`src/rtl/voice_scheduler_if.sv`:
```
// Bus between the voice scheduler, the NIOS note-event source and the tone datapath.
// master: event source + datapath side; slave: the scheduler.
interface voice_scheduler_if;
    logic        SAMPLE_TICK;
    logic        KEY_ON_SET;
    logic        KEY_ON_CLR;
    logic [6:0]  KEY_EV_IDX;
    logic        NOTE_END;
    logic [31:0] TONE;
    logic [6:0]  KEY;
    logic        LD_PHASE;
    logic        LD_COUNT;
    logic        LD_TONE;
    logic        TONE_MUX;
    logic        COUNTER_MUX;
    logic        PHASE_MUX;
    logic        NOTE_ON;
    logic [31:0] SAMPLE_OUT;
    logic        SAMPLE_VALID;
    logic        BUSY;
    logic        OVERRUN;
    logic        VOICE_DROP;

    modport master (
        output SAMPLE_TICK, KEY_ON_SET, KEY_ON_CLR, KEY_EV_IDX, NOTE_END, TONE,
        input  KEY, LD_PHASE, LD_COUNT, LD_TONE, TONE_MUX, COUNTER_MUX, PHASE_MUX,
               NOTE_ON, SAMPLE_OUT, SAMPLE_VALID, BUSY, OVERRUN, VOICE_DROP
    );

    modport slave (
        input  SAMPLE_TICK, KEY_ON_SET, KEY_ON_CLR, KEY_EV_IDX, NOTE_END, TONE,
        output KEY, LD_PHASE, LD_COUNT, LD_TONE, TONE_MUX, COUNTER_MUX, PHASE_MUX,
               NOTE_ON, SAMPLE_OUT, SAMPLE_VALID, BUSY, OVERRUN, VOICE_DROP
    );
endinterface

```
`src/rtl/voice_scheduler.sv`:
```
// Per-sample key-slot sequencer for the polyphonic synth datapath.
// Optional active-voice cap enabled by defining VOICE_LIMIT_EN.
//
//   state   | meaning
//   IDLE    | waiting for SAMPLE_TICK
//   CLEAR   | zero the tone accumulator, key counter at 0
//   SETUP   | KEY presented for wave-table read, no loads
//   LOAD    | load phase/count/tone for a sounding key
//   DONE    | capture TONE into SAMPLE_OUT
module voice_scheduler #(
    parameter int NUM_KEYS = 128
`ifdef VOICE_LIMIT_EN
    , parameter int MAX_VOICES = 32
`endif
) (
    input  logic              CLK,
    input  logic              RESET,
    voice_scheduler_if.slave  bus
);

    typedef enum logic [2:0] {S_IDLE, S_CLEAR, S_SETUP, S_LOAD, S_DONE} state_t;

    localparam logic [6:0] LAST_KEY = 7'(NUM_KEYS - 1);

    state_t              r_state, w_state_nxt;
    logic [6:0]          r_k, w_k_nxt;
    logic [NUM_KEYS-1:0] r_held, r_active, r_restart;
    logic [31:0]         r_sample_out;
    logic                r_sample_valid, r_overrun, r_voice_drop;
    logic                w_ld_tone, w_load;
    logic                w_set_ok, w_set_drop;

    always_ff @(posedge CLK) begin
        if (RESET) begin
            r_state <= S_IDLE;
            r_k     <= '0;
        end else begin
            r_state <= w_state_nxt;
            r_k     <= w_k_nxt;
        end
    end

    always_comb begin
        w_state_nxt = r_state;
        w_k_nxt     = r_k;
        w_ld_tone   = 1'b0;
        w_load      = 1'b0;
        case (r_state)
            S_IDLE: begin
                if (bus.SAMPLE_TICK) begin
                    w_state_nxt = S_CLEAR;
                    w_k_nxt     = '0;
                end
            end
            S_CLEAR: begin
                w_ld_tone   = 1'b1;
                w_state_nxt = S_SETUP;
            end
            S_SETUP: begin
                if (r_active[r_k])
                    w_state_nxt = S_LOAD;
                else if (r_k == LAST_KEY)
                    w_state_nxt = S_DONE;
                else
                    w_k_nxt = r_k + 7'd1;
            end
            S_LOAD: begin
                w_ld_tone = 1'b1;
                w_load    = 1'b1;
                if (r_k == LAST_KEY) begin
                    w_state_nxt = S_DONE;
                end else begin
                    w_state_nxt = S_SETUP;
                    w_k_nxt     = r_k + 7'd1;
                end
            end
            S_DONE:  w_state_nxt = S_IDLE;
            default: w_state_nxt = S_IDLE;
        endcase
    end

    assign bus.KEY         = r_k;
    assign bus.LD_TONE     = w_ld_tone;
    assign bus.LD_PHASE    = w_load;
    assign bus.LD_COUNT    = w_load;
    assign bus.TONE_MUX    = w_load;
    assign bus.PHASE_MUX   = w_load;
    assign bus.COUNTER_MUX = w_load & ~r_restart[r_k];
    assign bus.NOTE_ON     = w_load & r_held[r_k];
    assign bus.BUSY        = (r_state != S_IDLE);

`ifdef VOICE_LIMIT_EN
    logic [7:0] r_voice_cnt;
    logic       w_new_voice, w_retire;

    // A SET on an already sounding key never counts against the cap.
    assign w_set_drop  = bus.KEY_ON_SET && !r_active[bus.KEY_EV_IDX] &&
                         (r_voice_cnt == 8'(MAX_VOICES));
    assign w_set_ok    = bus.KEY_ON_SET && !w_set_drop;
    assign w_new_voice = w_set_ok && !r_active[bus.KEY_EV_IDX];
    assign w_retire    = w_load && bus.NOTE_END && !(w_set_ok && (bus.KEY_EV_IDX == r_k));

    always_ff @(posedge CLK) begin
        if (RESET)
            r_voice_cnt <= '0;
        else
            r_voice_cnt <= r_voice_cnt + {7'd0, w_new_voice} - {7'd0, w_retire};
    end
`else
    assign w_set_drop = 1'b0;
    assign w_set_ok   = bus.KEY_ON_SET;
`endif

    // Scan-side clears land first so a same-cycle SET on the same key wins.
    always_ff @(posedge CLK) begin
        if (RESET) begin
            r_held    <= '0;
            r_active  <= '0;
            r_restart <= '0;
        end else begin
            if (w_load) begin
                r_restart[r_k] <= 1'b0;
                if (bus.NOTE_END)
                    r_active[r_k] <= 1'b0;
            end
            if (w_set_ok) begin
                r_held[bus.KEY_EV_IDX]    <= 1'b1;
                r_active[bus.KEY_EV_IDX]  <= 1'b1;
                r_restart[bus.KEY_EV_IDX] <= 1'b1;
            end else if (bus.KEY_ON_CLR && !bus.KEY_ON_SET) begin
                r_held[bus.KEY_EV_IDX] <= 1'b0;
            end
        end
    end

    always_ff @(posedge CLK) begin
        if (RESET) begin
            r_sample_out   <= '0;
            r_sample_valid <= 1'b0;
            r_overrun      <= 1'b0;
            r_voice_drop   <= 1'b0;
        end else begin
            r_sample_valid <= (r_state == S_DONE);
            if (r_state == S_DONE)
                r_sample_out <= bus.TONE;
            if (bus.SAMPLE_TICK && (r_state != S_IDLE))
                r_overrun <= 1'b1;
            r_voice_drop <= w_set_drop;
        end
    end

    assign bus.SAMPLE_OUT   = r_sample_out;
    assign bus.SAMPLE_VALID = r_sample_valid;
    assign bus.OVERRUN      = r_overrun;
    assign bus.VOICE_DROP   = r_voice_drop;

endmodule
```
`src/flat_wrapper.sv`:
```
// flat-port wrapper written by rule: the top's interface ports become plain ports
module voice_scheduler_flat 
#(
    parameter int NUM_KEYS = 128

)
  (CLK, RESET, bus_SAMPLE_TICK, bus_KEY_ON_SET, bus_KEY_ON_CLR, bus_KEY_EV_IDX, bus_NOTE_END, bus_TONE, bus_KEY, bus_LD_PHASE, bus_LD_COUNT, bus_LD_TONE, bus_TONE_MUX, bus_COUNTER_MUX, bus_PHASE_MUX, bus_NOTE_ON, bus_SAMPLE_OUT, bus_SAMPLE_VALID, bus_BUSY, bus_OVERRUN, bus_VOICE_DROP);
  voice_scheduler_if bus_i ();
  input  logic CLK;
  input  logic RESET;
  input wire logic [$bits(bus_i.SAMPLE_TICK)-1:0] bus_SAMPLE_TICK;
  input wire logic [$bits(bus_i.KEY_ON_SET)-1:0] bus_KEY_ON_SET;
  input wire logic [$bits(bus_i.KEY_ON_CLR)-1:0] bus_KEY_ON_CLR;
  input wire logic [$bits(bus_i.KEY_EV_IDX)-1:0] bus_KEY_EV_IDX;
  input wire logic [$bits(bus_i.NOTE_END)-1:0] bus_NOTE_END;
  input wire logic [$bits(bus_i.TONE)-1:0] bus_TONE;
  output wire logic [$bits(bus_i.KEY)-1:0] bus_KEY;
  output wire logic [$bits(bus_i.LD_PHASE)-1:0] bus_LD_PHASE;
  output wire logic [$bits(bus_i.LD_COUNT)-1:0] bus_LD_COUNT;
  output wire logic [$bits(bus_i.LD_TONE)-1:0] bus_LD_TONE;
  output wire logic [$bits(bus_i.TONE_MUX)-1:0] bus_TONE_MUX;
  output wire logic [$bits(bus_i.COUNTER_MUX)-1:0] bus_COUNTER_MUX;
  output wire logic [$bits(bus_i.PHASE_MUX)-1:0] bus_PHASE_MUX;
  output wire logic [$bits(bus_i.NOTE_ON)-1:0] bus_NOTE_ON;
  output wire logic [$bits(bus_i.SAMPLE_OUT)-1:0] bus_SAMPLE_OUT;
  output wire logic [$bits(bus_i.SAMPLE_VALID)-1:0] bus_SAMPLE_VALID;
  output wire logic [$bits(bus_i.BUSY)-1:0] bus_BUSY;
  output wire logic [$bits(bus_i.OVERRUN)-1:0] bus_OVERRUN;
  output wire logic [$bits(bus_i.VOICE_DROP)-1:0] bus_VOICE_DROP;
  assign bus_i.SAMPLE_TICK = bus_SAMPLE_TICK;
  assign bus_i.KEY_ON_SET = bus_KEY_ON_SET;
  assign bus_i.KEY_ON_CLR = bus_KEY_ON_CLR;
  assign bus_i.KEY_EV_IDX = bus_KEY_EV_IDX;
  assign bus_i.NOTE_END = bus_NOTE_END;
  assign bus_i.TONE = bus_TONE;
  assign bus_KEY = bus_i.KEY;
  assign bus_LD_PHASE = bus_i.LD_PHASE;
  assign bus_LD_COUNT = bus_i.LD_COUNT;
  assign bus_LD_TONE = bus_i.LD_TONE;
  assign bus_TONE_MUX = bus_i.TONE_MUX;
  assign bus_COUNTER_MUX = bus_i.COUNTER_MUX;
  assign bus_PHASE_MUX = bus_i.PHASE_MUX;
  assign bus_NOTE_ON = bus_i.NOTE_ON;
  assign bus_SAMPLE_OUT = bus_i.SAMPLE_OUT;
  assign bus_SAMPLE_VALID = bus_i.SAMPLE_VALID;
  assign bus_BUSY = bus_i.BUSY;
  assign bus_OVERRUN = bus_i.OVERRUN;
  assign bus_VOICE_DROP = bus_i.VOICE_DROP;
  voice_scheduler #(.NUM_KEYS(NUM_KEYS)) u_core (.CLK(CLK), .RESET(RESET), .bus(bus_i));
endmodule
```
`config.mk`:
```
export PLATFORM = sky130hd
export DESIGN_NAME = voice_scheduler_flat
export DESIGN_NICKNAME = d
export VERILOG_FILES = /design/src/rtl/voice_scheduler_if.sv /design/src/rtl/voice_scheduler.sv /design/src/flat_wrapper.sv
export SDC_FILE = /design/constraint.sdc
export NUM_CORES = 1
export LEC_CHECK = 0
export BUFFER_PORTS_ARGS = -buffer_cell sky130_fd_sc_hd__buf_4
export CAP_MARGIN = 0
export CORE_MARGIN = 1.5
export CORE_UTILIZATION = 35
export DETAILED_ROUTE_END_ITERATION = 12
export GPL_TIMING_DRIVEN = 1
export HOLD_SLACK_MARGIN = 0.03
export PLACE_DENSITY_LB_ADDON = 0.12
export SYNTH_ARGS = -nofsm -noshare
export SYNTH_HDL_FRONTEND = slang
export SYNTH_SLANG_ARGS = --single-unit
```
`constraint.sdc`:
```
create_clock -name CLK -period 4.3 [get_ports CLK]
set_input_delay 0.86 -clock CLK [delete_from_list [all_inputs] [get_ports CLK]]
set_output_delay 0.86 -clock CLK [all_outputs]
set_load 0.02 [all_outputs]
```
Word-level counts from Yosys, hierarchy flattened
Index checks and enable logic that the tools add are counted.
- register bits after elaboration: 428
- bits in latches: 0
- RAM bits: 0
- bits in read-only memories: 0
- bits of input ports: 45
- output and inout port bits: 50
- logic and storage cells: 74
- memories: 0
- $add $sub $neg: 1
- multipliers: 0
- divide/modulo/power cells: 0
- $lt $le $gt $ge: 4
- eq/ne operators: 8
- shift operators: 0
- mux-type cells: 30
- bitwise operators: 11
- reductions and logical operators: 12
- operators by type and width (cell ; number):
    $mux 128 ; 9
    $and 128x128->128 ; 3
    $or 128x128->128 ; 3
    $not 128->128 ; 2
    $bmux 1 s7 ; 3
    $mux 7 ; 3
    $pmux 7 s3 ; 1
    $lt 7x8->1 const B ; 2
    $demux 1 s7 ; 2
    $ge 7x1->1 const B ; 2
    $mux 3 ; 4
    $pmux 3 s4 ; 1
    $add 7x1->7 const B ; 1
    $eq 7x7->1 const B ; 1
    $mux 1 ; 7
    $eq 3x2->1 const B ; 2
    $reduce_bool 3->1 ; 2
    $logic_and 1x1->1 ; 4
    $ne 2x2->1 const B ; 2
    $eq 3x1->1 const B ; 1
    $eq 3x3->1 const B ; 1
    $logic_not 3->1 ; 1
    $ne 3x1->1 const B ; 1
    $reduce_and 3->1 ; 1
    6 further kinds ; 7

Depth between registers and ports, before layout
Gate-level depths: netlist (run 1).
- depth after elaboration: 11
- gate-level depth with buffers: 12
- mapped depth without buffers: 7

Worst setup path before layout (run 1)
Ideal clock, no wire load.
- path type: reg-to-output
- from: register u_core.r_k[1] (netlist: u_core.bus.KEY[1])
- to: output bus_COUNTER_MUX
- arrival: 2.468 ns
- data required time: 3.440 ns
- path slack: 0.972 ns
- stages on the path, launching flop included: 8
- path buffers: 2
- cell sequence: dfxtp_1 buf_6 buf_6 mux4_2 a221oi_2 mux2i_1 mux4_2 a211oi_2
- cells in the longest elaborated chain, start to end: 4
- ends and longest elaborated chain (what ; RTL line ; RTL):
    start, declared ; voice_scheduler.sv:26 ; logic [6:0] r_k, w_k_nxt;
    start signal, assigned ; voice_scheduler.sv:39 ; r_k <= w_k_nxt;
    $bmux 1 s7 ; voice_scheduler.sv:88 ; assign bus.COUNTER_MUX = w_load & ~r_restart[r_k];
    $mux 1 (not written as such) ; voice_scheduler.sv:88 ;
    $not 1->1 ; voice_scheduler.sv:88 ;
    $and 1x1->1 ; voice_scheduler.sv:88 ;
    end, declared ; flat_wrapper.sv:22 ; output wire logic [$bits(bus_i.COUNTER_MUX)-1:0] bus_COUNTER_MUX;
Every way passes these cells. The select of a mux whose other input is x is not followed.

Worst setup path in the final report (run 1)
- from: register u_core.r_k[2] (netlist: u_core.bus.KEY[2])
- to: output bus_COUNTER_MUX
The elaborated chain is that of the path after synthesis.

==> results of run 1 <==
[report_power, final]
group,internal (mW),switching [mW],leakage [nW],total [mW]
clock,2.57,1.76,0.794,4.33
sequential,3.98,0.0178,3.45,4.00
combinational,0.104,0.279,2.70,0.383
[stage by stage]
step,power [mW],instance area (sq um)
finish,8.71,21100
global route,8.94,21100
CTS,8.73,21000
detailed placement,4.45,19300
global placement,4.45,19300
floorplan,4.28,17800
[tightest hold or removal path, cell delays in order (launching register included)]
cell	delay (ns)
dfxtp_1	0.31
nand2_1	0.05
a21oi_1	0.05
[kinds of logic after synthesis]
logic type      Yosys count  synth area share
mux                      62            0.0654
flops                   428             0.481
buf+inv                 172            0.0460
simple gates            406            0.0997
other cells               1          0.000211
fa+ha+maj                 1          0.000703
compound gates          984             0.307
[timing repair]
item | CTS | global route
setup buffers | 7 | 3
hold buffers | 0 | 0
pin swaps | 0 | 3
setup endpoints to repair | 2 | 2
gates resized for setup | 2 | 6
cloned | 1 | 0
[area by class of cell]
cell class                      count  area, sq um  area share
Multi-Input combinational cell   1454         8490       0.402
Inverter                            8         33.8     0.00160
Clock inverter                     20          279      0.0132
Tap cell                          672          841      0.0398
Sequential cell                   428         8580       0.407
Clock buffer                       65         1360      0.0642
Timing Repair Buffer              187         1510      0.0717
Antenna cell                        3         7.51    0.000356
[Yosys cell counts, drive strengths merged (2+ instances only)]
cell     number  area [sq um]
a21oi       433          2170
dfxtp       428          8570
o21ai       391          1960
nand2       268          1010
clkbuf      117           439
a22oi        70           526
buf          47           349
mux4         41           927
nor2         41           154
a221oi       29           304
nand3        22           110
nor2b        17           114
nand2b       14          87.6
nor3         13          70.1
mux2         12           146
a31oi        11          68.8
mux2i         9          90.1
inv           8          30.0
o22ai         8          50.1
a22o          7          61.3
a41oi         7          61.3
nand4         7          43.8
and2          6          42.5
o211ai        5          37.5
and3          4          25.0
and3b         4          35.0
a211oi        3          27.5
a311oi        3          26.3
nor3b         3          38.8
o2111ai       3          26.3
o221a         3          33.8
a2111oi       2          30.0
nor4          2          12.5
o21a          2          15.0
o31ai         2          15.0
o32ai         2          25.0
or2           2          12.5
[routing by layer]
metal,vias to the layer above,part of all wire,track usage
met5,-,0.00017,0
met4,2,0.048,0.139
met3,222,0.093,0.0655
met2,985,0.43,0.452
met1,8603,0.43,0.421
li1,7667,-,-
[final timing paths]
| kind | startpoint | end | slack (ns) |
|---|---|---|---|
| max | u_core.bus.KEY[2] | bus_COUNTER_MUX | 0.04 |
| min | u_core.bus.SAMPLE_OUT[22] | u_core.bus.SAMPLE_OUT[22] | 0.45 |
| max reg2reg | u_core.r_state[0] | u_core.r_restart[117] | 0.88 |
| min reg2reg | u_core.bus.SAMPLE_OUT[22] | u_core.bus.SAMPLE_OUT[22] | 0.45 |
==> results.sh, run 1 <==
export IMPL_io_pins=95
export IMPL_synth_avg_cell_area_sq_um=8.67
export IMPL_mostFrequentLayoutCells="a21oi_1, dfxtp_1, o21ai_0"
export IMPL_critPathSlowestCell="a222oi_1"
export IMPL_portBuffers=93
export IMPL_finalSetupTns_ns=0
export IMPL_peakVddDrop_v=0.000290
export IMPL_r2r_cells=6
export IMPL_placedCellCount=2738
export IMPL_vias_per_cell=6.16
export IMPL_synth_cells=2054
export IMPL_cts_sinks=428
export IMPL_core_rowCount=82
export IMPL_fmax_ghz=0.235
export IMPL_grt_overflow_total=0
export IMPL_finalCritPeriodShare=0.990
export IMPL_drt_wl_total_um=82000
export IMPL_path_depth=8
export IMPL_start_kind="register"
export IMPL_drtIter0Drc=2204
export IMPL_syn_nets=2100
export IMPL_p_leak_nw=6.94
export IMPL_worstSkewPairLatency_ns=0.62
export IMPL_worstPathCellList="buf_12, and3_1, buf_4, a222oi_1, a41oi_1, mux4_2, a211oi_4, buf_4"
export IMPL_synth_cell_type_count=63
export IMPL_cp_top_family="compound AO/OA/AOI/OAI gates"
export IMPL_slew_violations=0
export IMPL_drv_cap=0
export IMPL_slew_headroom=0.110
export IMPL_hpwl_um=54300
export IMPL_cts_buffers=47
export IMPL_whs_ns=0.454
export IMPL_grt_max_degree=129
export IMPL_worst_pin_slew_ns=1.33
export IMPL_antenna_found_initial=5
export IMPL_hold_class="register to register"
export IMPL_synth_ff_type="dfxtp_1"
export IMPL_wl_per_cell_um=28.9
export IMPL_grt_usage=0.304
export IMPL_gp_congestion=0.978
export IMPL_critPathMaxStageDelay_ns=0.60
export IMPL_synth_seq_cells=428
export IMPL_crit_buf_inv=3
export IMPL_setup_viol=0
export IMPL_grt_pass1_wl_um=117000
export IMPL_fin_ws_ns=0.0432
export IMPL_cts_max_level=2
export IMPL_drive_gt1_frac=0.163
export IMPL_start_util=0.355
export IMPL_hold_violations=0
export IMPL_clockBufferDepth=3
export IMPL_synthArstFlopShare=0
export IMPL_worst_setup_path_end_kind="output port"
export IMPL_layout_core_utilization=0.421
export IMPL_drtPass1Iterations=6
export IMPL_vias=17500
export IMPL_cts_root_buf="clkbuf_16"
export IMPL_rsz0062_at_grt="false"
export IMPL_ys_seq_area_frac=0.481
export IMPL_cts_tree="built"
export IMPL_crit_required_ns=3.44
export IMPL_worstPathMaxFanout=20
export IMPL_synth_area_sq_mm=0.0178
export IMPL_grt_pass1_vias=16400
export IMPL_run_status="finished, final reports clean"
export IMPL_drc=0
export IMPL_cp_arrival_ns=3.40
export IMPL_die_h_um=229
export IMPL_core_sq_mm=0.0502
export IMPL_syn_to_final_growth_pct=18.6
export IMPL_crit_type="register to output port"
export IMPL_p_per_area_mw_per_mm2=413
export IMPL_ys_warn_count=0
export IMPL_nNetsFinal=2172
export IMPL_final_common_cell="a21oi_1"
export IMPL_finClkSkew_ns=0.0345
export IMPL_cpMostUsedCell="buf_4"
export IMPL_post_route_min_period_ns=4.26
export IMPL_antenna_left=0
export IMPL_die_area_sq_mm=0.0522
export IMPL_fp_dieW_um=229
export IMPL_synth_edf_count=0
export IMPL_pre_cts_ws_ns=0.452
export IMPL_holdPathStages=2
export IMPL_clkSlewWorstSetupHoldPaths_ns=0.06
export IMPL_n_fill_cell=5043
export IMPL_final_cells=2837
(Power assumes the default switching activity.)
==> run 2: changes to the inputs <==
--- a/config.mk
+++ b/config.mk
@@ -7,12 +7,14 @@
 export LEC_CHECK = 0
 export BUFFER_PORTS_ARGS = -buffer_cell sky130_fd_sc_hd__buf_4
 export CAP_MARGIN = 0
+export CELL_PAD_IN_SITES_DETAIL_PLACEMENT = 1
+export CELL_PAD_IN_SITES_GLOBAL_PLACEMENT = 1
 export CORE_MARGIN = 1.5
 export CORE_UTILIZATION = 35
 export DETAILED_ROUTE_END_ITERATION = 12
 export GPL_TIMING_DRIVEN = 1
 export HOLD_SLACK_MARGIN = 0.03
-export PLACE_DENSITY_LB_ADDON = 0.12
+export PLACE_DENSITY_LB_ADDON = 0.1
 export SYNTH_ARGS = -nofsm -noshare
 export SYNTH_HDL_FRONTEND = slang
 export SYNTH_SLANG_ARGS = --single-unit
==> run 2 against run 1 <==
Effect of this change:
- power fell by 2.1%
- final area fell by 0.39%
- first-iteration DRC count shrank 24%
- worst setup slack improved by 0.036 ns
- sequential cell count unchanged
- routed wire length increased by 5.7%
- hold slack better by 0.0020 ns
- clock skew decreased by 0.015 ns
- core utilization shrank 0.16 points
- cell count barely moved
- register-to-register slack better by 0.04 ns
==> results.sh, run 2 (synthesis results as in run 1) <==
export IMPL_worst_setup_path_end_kind="output port"
export IMPL_vias=17600
export IMPL_cts_root_buf="clkbuf_16"
export IMPL_drv_cap=0
export IMPL_finalSetupTns_ns=0
export IMPL_cts_buffers=49
export IMPL_reg2reg_slack_ns=0.92
export IMPL_syn_to_final_growth_pct=18.1
export IMPL_drive_gt1_frac=0.160
export IMPL_drt_wl_total_um=86700
export IMPL_holdPathStages=2
export IMPL_r2r_start="u_core.bus.KEY[1]"
export IMPL_die_area_sq_mm=0.0522
export IMPL_crit_type="register to output port"
export IMPL_core_rowCount=82
export IMPL_finalCritPeriodShare=0.982
export IMPL_start_util=0.355
export IMPL_cts_hold_buffers=0
export IMPL_fp_dieW_um=229
export IMPL_grt_pass1_vias=17700
export IMPL_slew_headroom=0.156
export IMPL_post_route_min_period_ns=4.22
export IMPL_whs_endpoint="u_core.bus.SAMPLE_OUT[21]"
export IMPL_drtIter0Drc=1666
export IMPL_n_fill_cell=5809
export IMPL_hold_violations=0
export IMPL_p_per_area_mw_per_mm2=405
export IMPL_drc=0
export IMPL_rsz0062_at_grt="false"
export IMPL_nNetsFinal=2175
export IMPL_worstPathMaxFanout=14
export IMPL_slew_violations=0
export IMPL_worstSkewPairLatency_ns=0.60
export IMPL_multi_input_area_sq_mm=0.00851
export IMPL_portBuffers=93
export IMPL_vias_per_cell=6.20
export IMPL_r2r_end="u_core.bus.KEY[0]"
export IMPL_pwr_share_clk=0.485
export IMPL_start_kind="register"
export IMPL_clockBufferDepth=3
export IMPL_core_sq_mm=0.0502
export IMPL_p_sw_mw=2.05
export IMPL_pre_cts_ws_ns=0.372
export IMPL_grt_overflow_total=0
export IMPL_grt_usage=0.323
export IMPL_hold_class="register to register"
export IMPL_run_status="finished, final reports clean"
export IMPL_die_h_um=229
export IMPL_finClkSkew_ns=0.0198
export IMPL_cts_sinks=428
export IMPL_p_int_mw=6.47
export IMPL_peakVddDrop_v=0.000279
export IMPL_antenna_left=0
export IMPL_io_pins=95
export IMPL_setup_viol=0
export IMPL_worst_pin_slew_ns=1.26
export IMPL_final_common_cell="a21oi_1"
export IMPL_clkSlewWorstSetupHoldPaths_ns=0.06
export IMPL_cts_max_level=2
export IMPL_layout_area_seq_sq_mm=0.00858
export IMPL_comb_power_share=0.046
export IMPL_r2r_cells=9
export IMPL_fmax_ghz=0.237
export IMPL_crit_required_ns=3.44
export IMPL_grt_pass1_wl_um=125000
export IMPL_antenna_found_initial=3
export IMPL_fin_ws_ns=0.0794
export IMPL_p_seq_frac=0.469
export IMPL_drtPass1Iterations=5
export IMPL_cts_tree="built"
export IMPL_hpwl_um=58600
export IMPL_layout_core_utilization=0.419
export IMPL_cp_arrival_ns=3.36
export IMPL_hp_start="u_core.bus.SAMPLE_OUT[21]"
export IMPL_wl_per_cell_um=30.5
export IMPL_gp_congestion=0.952
export IMPL_mostFrequentLayoutCells="a21oi_1, dfxtp_1, o21ai_0"
export IMPL_p_leak_nw=6.90
export IMPL_grt_max_degree=119
export IMPL_swShare=0.241
[run 2: cell types whose count changed in the layout (fill, tap and decap cells not counted), moves of 2 or more]
cell	delta
nor2_4	-3
buf_12	+2
clkinvlp_4	-5
clkbuf_8	-4
diode_2	-2
clkinv_4	+2
buf_6	-2
nor2_2	+3
and3b_2	+2
and3b_1	-2
clkbuf_1	+12
clkbuf_16	+3
buf_8	+2
bufinv_16	-4
[run 2: worst max path at each step]
stage	end	slack, ns	cells past startpoint	startpoint
final	bus_COUNTER_MUX	0.08	9	u_core.bus.KEY[1]
after global routing	bus_COUNTER_MUX	0.003	9	u_core.bus.KEY[0]
after CTS	bus_COUNTER_MUX	0.05	10	u_core.bus.KEY[1]
after detailed placement	bus_NOTE_ON	0.37	9	u_core.bus.KEY[0]
after global placement	bus_NOTE_ON	0.43	9	u_core.bus.KEY[0]
after floorplan	bus_COUNTER_MUX	0.97	7	u_core.bus.KEY[1]
[run 2: timing repair]
action / in CTS / in global routing
cloned: 1 / 0
pin swaps: 1 / 1
resized for setup: 6 / 4
endpoints found under the setup margin: 2 / 2
setup buffers: 4 / 1
[run 2: routing by layer]
metal  up-vias  GRT usage  routed length (um)  part of all wire
li1       7662          -                   -                 -
met1      9014      0.432               37500              0.43
met2       732      0.518               39800              0.46
met3       191     0.0493                5680             0.066
met4         0      0.138                3650             0.042
met5         -          0                   0                 0
[run 2: through the flow]
stage | area (sq um) | hold WS (ns) | std cells | total power [mW]
after floorplan | 17800 | 0.445 | 2054 | 4.28
after detailed placement | 19300 | 0.449 | 2744 | 4.46
after global routing | 21000 | 0.483 | 2837 | 8.73
after global placement | 19300 | 0.443 | 2744 | 4.45
final | 21000 | 0.456 | 2838 | 8.52
after CTS | 21000 | 0.457 | 2836 | 8.55
[run 2: layout make-up]
class,instances,share of cell area
Clock buffer,76,0.0676
Tap cell,672,0.0400
Antenna cell,1,0.000119
Multi-Input combinational cell,1455,0.405
Inverter,8,0.00143
Sequential cell,428,0.408
Clock inverter,11,0.00554
Timing Repair Buffer,187,0.0724
[run 2: power by group through the flow]
| stage | combinational (mW) | sequential (mW) | clock, mW |
|---|---|---|---|
| final | 0.390 | 4.00 | 4.13 |
| after global routing | 0.405 | 4.00 | 4.33 |
| after CTS | 0.378 | 4.00 | 4.18 |
| after detailed placement | 0.372 | 4.09 | 0 |
| after global placement | 0.367 | 4.09 | 0 |
| after floorplan | 0.201 | 4.08 | 0 |
[run 2: worst max-delay path: stages, from the launching register on]
cell	delay [ns]
dfxtp_4	0.44
buf_4	0.26
and3b_1	0.22
buf_4	0.21
a22oi_1	0.15
nand4_1	0.20
mux4_2	0.52
and2_1	0.21
a211oi_4	0.32
buf_4	0.20
==> run 3: changes to the inputs <==
--- a/config.mk
+++ b/config.mk
@@ -10,7 +10,7 @@
 export CELL_PAD_IN_SITES_DETAIL_PLACEMENT = 1
 export CELL_PAD_IN_SITES_GLOBAL_PLACEMENT = 1
 export CORE_MARGIN = 1.5
-export CORE_UTILIZATION = 35
+export CORE_UTILIZATION = 40
 export DETAILED_ROUTE_END_ITERATION = 12
 export GPL_TIMING_DRIVEN = 1
 export HOLD_SLACK_MARGIN = 0.03
==> run 3 against run 2 <==
Effect of this change:
- cell count is 2.6% lower
- via count is 1.4% higher
- critical path depth stayed put
- sequential power hardly changed
- final area is 0.32% higher
- fmax is 0.99% lower
- critical endpoint unchanged
==> results.sh, run 3 (synthesis results as in run 1) <==
export IMPL_wl_per_cell_um=30.7
export IMPL_finalSetupTns_ns=0
export IMPL_die_area_sq_mm=0.0458
export IMPL_cp_arrival_ns=3.40
export IMPL_dr_wl_met3_um=7430
export IMPL_die_h_um=214
export IMPL_start_util=0.404
export IMPL_core_sq_mm=0.0440
export IMPL_portBuffers=93
export IMPL_grt_pass1_wl_um=124000
export IMPL_grt_max_degree=122
export IMPL_finClkSkew_ns=0.0116
export IMPL_fmax_ghz=0.235
export IMPL_met2_length_um=37500
export IMPL_cts_max_level=2
export IMPL_n_fill_cell=5076
export IMPL_hold_violations=0
export IMPL_placed_area_sq_mm=0.0192
export IMPL_gp_congestion=0.988
export IMPL_cts_sinks=428
export IMPL_whs_ns=0.458
export IMPL_worst_setup_path_end_kind="output port"
export IMPL_final_common_cell="a21oi_1"
export IMPL_core_rowCount=77
export IMPL_grt_pass1_vias=18000
export IMPL_antenna_found_initial=4
export IMPL_worstPathMaxFanout=8
export IMPL_start_kind="register"
export IMPL_layout_cell_area_non_filler_sq_mm=0.0211
export IMPL_vias_per_cell=6.46
export IMPL_cts_tree="built"
export IMPL_m1WireLength_um=35100
export IMPL_setup_viol=0
export IMPL_crit_type="register to output port"
export IMPL_crit_required_ns=3.44
export IMPL_p_per_area_mw_per_mm2=416
export IMPL_drtPass1Iterations=6
export IMPL_crit_buf_inv=2
export IMPL_drt_wl_total_um=84700
export IMPL_hold_class="register to register"
export IMPL_slew_headroom=0.0753
export IMPL_drive_gt1_frac=0.170
export IMPL_drtIter0Drc=2111
export IMPL_cp_top_family="multiplexers"
export IMPL_worstPathCellList="buf_4, mux2_2, a221oi_2, nor2_1, a221oi_2, mux2i_1, mux4_2, a211oi_4, buf_4"
export IMPL_hpwl_um=56600
export IMPL_multi_input_area_sq_mm=0.00853
export IMPL_critPathMaxStageDelay_ns=0.51
export IMPL_clockBufferDepth=3
export IMPL_grt_overflow_total=0
export IMPL_post_route_min_period_ns=4.26
export IMPL_drv_cap=0
export IMPL_slew_violations=0
export IMPL_peakVddDrop_v=0.000381
export IMPL_clkSlewWorstSetupHoldPaths_ns=0.06
export IMPL_run_status="finished, final reports clean"
export IMPL_worst_pin_slew_ns=1.38
export IMPL_io_pins=95
export IMPL_fp_dieW_um=214
export IMPL_cts_buffers=49
export IMPL_cts_hold_buffers=0
export IMPL_antenna_left=0
export IMPL_vias=17800
export IMPL_cts_root_buf="clkbuf_16"
export IMPL_critPathSlowestCell="mux4_2"
export IMPL_drc=0
export IMPL_worstSkewPairLatency_ns=0.60
export IMPL_top_layer="met4"
export IMPL_finalCritPeriodShare=0.991
export IMPL_syn_to_final_growth_pct=18.5
export IMPL_mostFrequentLayoutCells="a21oi_1, dfxtp_1, o21ai_0"
export IMPL_pre_cts_ws_ns=0.300
export IMPL_p_leak_nw=7.00
export IMPL_layout_area_seq_sq_mm=0.00858
export IMPL_nNetsFinal=2177
export IMPL_grt_usage=0.364
export IMPL_fin_ws_ns=0.0372
-- run 3: cell types whose count changed in the layout (fill, tap and decap cells not counted), moves of 2 or more --
cell,previous run,this run
buf_6,0,4
clkinvlp_4,0,2
clkbuf_8,5,15
buf_8,3,6
a221oi_1,21,18
buf_12,6,3
clkbuf_1,20,7
a221oi_2,8,11
-- run 3: layout make-up --
cell class	count	share of cell area
Sequential cell	428	0.407
Antenna cell	2	0.000237
Timing Repair Buffer	189	0.0719
Clock inverter	16	0.00831
Multi-Input combinational cell	1455	0.405
Inverter	8	0.00142
Clock buffer	73	0.0716
Tap cell	592	0.0351
-- run 3: worst min-delay path, stage by stage (launching register included) --
cell and delay, ns:
dfxtp_1 0.31, nand2_1 0.05, a21oi_1 0.05
-- run 3: through the flow --
| stage | util | power [mW] | std cells |
|---|---|---|---|
| 3_5_place_dp | 0.435 | 4.45 | 2657 |
| 4_1_cts | 0.477 | 8.77 | 2755 |
| 3_3_place_gp | 0.435 | 4.44 | 2657 |
| 2_1_floorplan | - | 4.28 | 2054 |
| 6_report | 0.479 | 8.77 | 2763 |
| 5_1_grt | 0.479 | 8.97 | 2761 |
-- run 3: final timing paths --
kind | start | slack, ns | to | cells after the start
setup / recovery | u_core.bus.KEY[2] | 0.04 | bus_COUNTER_MUX | 9
hold / removal | u_core.bus.SAMPLE_OUT[25] | 0.46 | u_core.bus.SAMPLE_OUT[25] | 2
setup reg to reg | u_core.bus.KEY[1] | 0.78 | u_core.bus.KEY[5] | 10
hold reg to reg | u_core.bus.SAMPLE_OUT[25] | 0.46 | u_core.bus.SAMPLE_OUT[25] | 2
-- run 3: power breakdown --
| group | switching [mW] | total, mW | internal (mW) |
|---|---|---|---|
| sequential | 0.0185 | 4.00 | 3.98 |
| clock | 1.78 | 4.38 | 2.60 |
| combinational | 0.276 | 0.381 | 0.105 |
| total | 2.07 | 8.77 | 6.69 |
-- run 3: what timing repair did --
item	in CTS	in global routing
endpoints found under the setup margin	2	2
cloned	0	1
pin swaps	1	2
setup buffers	9	5
resized for setup	9	14
-- run 3: per-layer routing --
layer | vias to the layer above | GRT usage
met3 | 272 | 0.0745
li1 | 7672 | -
met1 | 8967 | 0.486
met5 | - | 0
met4 | 0 | 0.187
met2 | 932 | 0.556
